### src/rtl/muxnx1_tree_pipe.sv
// rtl/muxnx1_tree_pipe.sv - N:1 binary select tree with valid/ready handshake; MUXTREE_PIPE_EN registers every tree level
module muxnx1_tree_pipe #(
    parameter int N = 7,
    parameter int W = 8,
    localparam int SW = $clog2(N)
) (
    input  logic            clk,
    input  logic            rst,
    input  logic            in_valid,
    output logic            in_ready,
    input  logic [N*W-1:0]  i,
    input  logic [SW-1:0]   s,
    output logic            out_valid,
    input  logic            out_ready,
    output logic [W-1:0]    Y,
    output logic            sel_err
);

    localparam int P = 1 << SW;
    localparam logic [SW:0] N_LIM = (SW + 1)'(N);
`ifdef MUXTREE_PIPE_EN
    localparam bit PIPE = 1'b1;
`else
    localparam bit PIPE = 1'b0;
`endif

    logic           adv;
    logic           in_err;
    logic [P*W-1:0] pad;

    assign adv      = !out_valid || out_ready;
    assign in_ready = adv;
    assign in_err   = {1'b0, s} >= N_LIM;

    // Out-of-range requests enter the tree as all zeros, so Y = 0 falls out naturally.
    for (genvar j = 0; j < P; j++) begin : g_pad
        if (j < N) begin : g_ch
            assign pad[j*W +: W] = in_err ? '0 : i[j*W +: W];
        end else begin : g_zero
            assign pad[j*W +: W] = '0;
        end
    end

    for (genvar k = 0; k < SW; k++) begin : g_lvl
        localparam int IE = P >> k;
        localparam int OE = IE / 2;

        logic [IE*W-1:0] a_d;
        logic [SW-k-1:0] a_s;
        logic            a_e;
        logic            a_v;
        logic [OE*W-1:0] m_d;
        logic [OE*W-1:0] q_d;
        logic            q_e;
        logic            q_v;

        if (k == 0) begin : g_src
            assign a_d = pad;
            assign a_s = s;
            assign a_e = in_err;
            assign a_v = in_valid;
        end else begin : g_src
            assign a_d = g_lvl[k-1].q_d;
            assign a_s = g_lvl[k-1].g_sel.q_s;
            assign a_e = g_lvl[k-1].q_e;
            assign a_v = g_lvl[k-1].q_v;
        end

        for (genvar j = 0; j < OE; j++) begin : g_mux
            assign m_d[j*W +: W] = a_s[0] ? a_d[(2*j+1)*W +: W] : a_d[2*j*W +: W];
        end

        // Without pipelining only the last level holds a register: the output stage.
        if (PIPE || k == SW - 1) begin : g_reg
            always_ff @(posedge clk or posedge rst) begin
                if (rst) begin
                    q_d <= '0;
                    q_e <= 1'b0;
                    q_v <= 1'b0;
                end else if (adv) begin
                    q_d <= m_d;
                    q_e <= a_e;
                    q_v <= a_v;
                end
            end
        end else begin : g_reg
            assign q_d = m_d;
            assign q_e = a_e;
            assign q_v = a_v;
        end

        if (k < SW - 1) begin : g_sel
            logic [SW-k-2:0] q_s;
            if (PIPE) begin : g_sq
                always_ff @(posedge clk) begin
                    if (adv) q_s <= a_s[SW-k-1:1];
                end
            end else begin : g_sq
                assign q_s = a_s[SW-k-1:1];
            end
        end
    end

    assign Y         = g_lvl[SW-1].q_d;
    assign sel_err   = g_lvl[SW-1].q_e;
    assign out_valid = g_lvl[SW-1].q_v;

endmodule

### config.mk
export PLATFORM = sky130hd
export DESIGN_NAME = muxnx1_tree_pipe
export DESIGN_NICKNAME = d
export VERILOG_FILES = /design/src/rtl/muxnx1_tree_pipe.sv
export SDC_FILE = /design/constraint.sdc
export NUM_CORES = 1
export LEC_CHECK = 0
export CORE_UTILIZATION = 35
export DETAILED_ROUTE_END_ITERATION = 16
export PLACE_DENSITY = 0.95
export SYNTH_ARGS = -nofsm -noshare
export SYNTH_HDL_FRONTEND = slang
export SYNTH_SLANG_ARGS = --single-unit
### constraint.sdc
create_clock -name clk -period 3.1 [get_ports clk]
set_clock_uncertainty 0.1 [all_clocks]
set_input_delay 0.465 -clock clk [delete_from_list [all_inputs] [get_ports clk]]
set_output_delay 0.465 -clock clk [all_outputs]
set_load 0.02 [all_outputs]
Yosys cells after proc, flatten, opt, wreduce, memory -nomap -nowiden. Cells that the tools add are included. W data, S select, Z words.

Reduce and logical (&&, ||, !) cells: 2. Mux-type cells: 14. Magnitude comparators: 1.

Operators by type and width (number): $mux W8 (14); $ge A3 B3 Y1 const B (1); $logic_not A1 Y1 (1); $logic_or A1 B1 Y1 (1).

Output and inout bits: 11. Word-level logic and storage cells: 20. Register bits after elaboration: 10. Bits of input ports: 63.

Longest topological paths before layout.
Depth after elaboration: 5. Depth in mapped cells: 5. Depth with buffers taken out: 3.

Least setup slack after synthesis. Ideal clock, no wire load.

Path type: input to output. From: input port out_ready. To: output port in_ready. Path slack: 1.383 ns. Required time: 2.535 ns. Path buffers: 2. Arrival: 1.152 ns. Stages on the path: 3. Cell sequence: nand2b_1 -> buf_2 -> clkbuf_1.

Cells in the longest elaborated chain, start to end: 1.

Ends and longest elaborated chain: start, declared (RTL line 14) `input logic out_ready,`; $logic_or A1 B1 Y1 (RTL line 31) `assign adv = !out_valid || out_ready;`; end, declared (RTL line 10) `output logic in_ready,`.

No other way between the ends.

Final worst setup path. Ends and elaborated chain as after synthesis.

==> impl_metrics.toml <==
[sta]
period_share_pct = 71.8
fin_crit_ns = 2.23
setup_viol = 0
max_freq_mhz = 449
hold_violations = 0
tightest_slew_ns = 0.727
finalMaxSlewViolations = 0
max_slew_margin_pct = 51.4
fin_ws_ns = 0.873
timing.setup.tns_ns = 0
rsz0062_at_grt = "false"

[power]
power.leakage_nw = 0.654
p_comb_share_pct = 45.9
p_int_mw = 0.359
p_sw_share_pct = 29.0
power_density_nw_per_um2 = 300
total_power_mw = 0.506
vdd_ir_drop_max_mv = 0.278
p_seq_share_pct = 31.3
p_switching_mw = 0.147
clkPwrFrac_pct = 22.8

[layout]
syn2layout_area_growth_pct = 81.2
layout.cells.non_filler = 194
drive_gt1_share_pct = 8.54
nFillCells = 202
n_antenna_cell = 0
final_nets = 228

[worst_setup_path]
crit_arrival_ns = 1.66
crit_slowest_cell = "clkdlybuf4s50_1"
crit_chain = "clkdlybuf4s50_1, nand2b_1, clkdlybuf4s50_1"
critPathMaxFanout = 2
end_kind = "primary output"
crit_buf_inv = 2
cpLargestDelayFamily = "buffers and inverters"
critical_path_class = "input pin to primary output"
cp_common_cell = "clkdlybuf4s50_1"
start_kind = "input pin"
max_stage_delay_ns = 0.62
crit_required_ns = 2.53

[placed_design]
hpwlAfterDp_mm = 2.54
portBuffers = 73
gp_congestion = 0.782
pre_cts_ws_ns = 0.678
dp.cells = 190

[yosys]
synth-seq-cells = 10
netlist_top_cells_area = "dfrtp_1, mux2_1, mux2i_1"
synth_cells = 96
synthesis.area_um2 = 931
synth_area_per_cell_um2 = 9.70
synth_cell_types = 24
yosysWarnings = 0
synth_fp_nets = 159
synth_top_area_cell = "dfrtp_1"
synth.top_cell.area_share_pct = 26.9
ys_seq_area_share_pct = 26.9

[route]
drc = 0
ant_nets = 0
post_drt_wl_per_cell_um = 16.3
vias = 1038
drt_wl_total_mm = 3.17
drt_first_pass_iters = 4
vias_per_cell = 5.35
initialDrtViolationCount = 14

[die]
die_x_um = 53.6
dieArea_um2 = 2870
dieHeight_um = 53.6
start_util_pct = 37.2
ios = 74
core_um2 = 2500
rows = 18

[global_routing]
grt_pass1_vias = 1018
grt_usage_pct = 23.3
grt.overflow.total = 0
grt_first_pass_wirelength_mm = 4.80
grt_max_degree = 27
antenna_found_initial = 0

[clocking]
clock_latency_ns = 0.26
htreeDepth = 1
cts_tree = "built"
ctsRootBufferMaster = "clkbuf_4"
cts_resized = 0
post_cts_buffers = 0
cts_buffers = 3
cts_hold_buf = 0
ctsLongestPathBuffers = 2
cts.sinks = 10
clk_pin_slew_ns = 0.07

[flow_run]
max_cap_violations = 0

[worst_hold_path]
hold_path_class = "input pin to async pin"

[run_status]
run_status = "complete, no violations"
final cells by class:
type                    instances  area [um^2]  share of cell area [%]
inverters                       4         15.0                   0.890
multi-input cells              71          602                    35.7
clock buffers                   4         36.3                    2.15
well taps                      30         37.5                    2.23
flip-flops and latches         10          250                    14.8
repair buffers                 75          746                    44.2
logic make-up (layout without fill, tap and decap cells):
kind of cell	after synthesis	after routing	share of synthesized area (%)
compound gates	25	25	23.7
buf+inv	15	83	8.47
flops	10	10	26.9
mux	24	24	27.7
simple gates	22	22	13.3
registers in the layout, summed over array words and instances (netlist names):
signal	flops
Y	8
sel_err	1
out_valid	1
cells in the mapped netlist:
cell      instances
o22ai_1           7
nor2_1            9
a31o_1            1
or2_1             1
nand2b_1          3
a211oi_2          3
buf_6             1
clkbuf_1          4
nand4_1           1
o221ai_1          1
buf_2             3
inv_1             4
clkbuf_4          1
o2111a_1          7
buf_4             2
mux2i_1          10
o21ai_1           1
nor2b_1           1
nand3b_1          7
mux2_2            5
a211oi_1          4
dfrtp_1          10
mux2_1            9
a22oi_1           1
routing by layer:
metal  wire (um)  GRT usage (%)  part of all wire (%)  vias up
li1            -              -                     -      503
met2        1620           42.7                    51       47
met1        1290           27.0                    41      482
met3         200           3.39                   6.3        6
met5           0              0                     0        -
met4          54           8.77                   1.7        0
power by group through the flow:
stage,logic [mW],registers [mW],clock network (mW)
after floorplan,0.0829,0.180,0
after global placement,0.227,0.159,0
after detailed placement,0.232,0.160,0
after CTS,0.233,0.158,0.120
after global routing,0.248,0.159,0.127
final,0.232,0.158,0.116
stage by stage:
step                      utilization (%)  hold WS (ns)  area [um^2]
after global placement               66.0         0.422         1650
after floorplan                         -         0.205          931
after global routing                 67.5         0.408         1690
final                                67.5         0.380         1690
after detailed placement             66.0         0.430         1650
after CTS                            67.5         0.377         1690
cell usage in the layout, fill, tap and decap left out:
cell type         n
a211oi_1          4
a211oi_2          3
a22oi_1           1
a31o_1            1
buf_4             2
clkbuf_4          3
clkbuf_8          1
clkdlybuf4s50_1  73
dfrtp_1          10
inv_1             4
mux2_1            9
mux2_2            5
mux2i_1          10
nand2b_1          3
nand3b_1          7
nand4_1           1
nor2_1            9
nor2b_1           1
o2111a_1          7
o21ai_1           1
o221ai_1          1
o22ai_1           7
or2_1             1
worst register-to-register path: stages (launching register included):
cell,delay [ns]
dfrtp_1,0.38
nand2b_1,0.10
buf_4,0.28
o2111a_1,0.27
a211oi_1,0.05
path summary, 6_finish.rpt:
path | end | start | slack (ns) | cells past startpoint
worst max-delay path | in_ready | out_ready | 0.87 | 3
worst min-delay path | Y[3]$_DFFE_PP0P_ | rst | 0.38 | 2
worst max register to register | Y[1]$_DFFE_PP0P_ | out_valid$_DFFE_PP0P_ | 1.79 | 4
worst min register to register | sel_err$_DFFE_PP0P_ | sel_err$_DFFE_PP0P_ | 0.43 | 2
max in group asynchronous | Y[6]$_DFFE_PP0P_ | rst | 2.24 | 2
min in group clk | sel_err$_DFFE_PP0P_ | sel_err$_DFFE_PP0P_ | 0.43 | 2
Note: power is estimated with default switching activity, not from simulation.
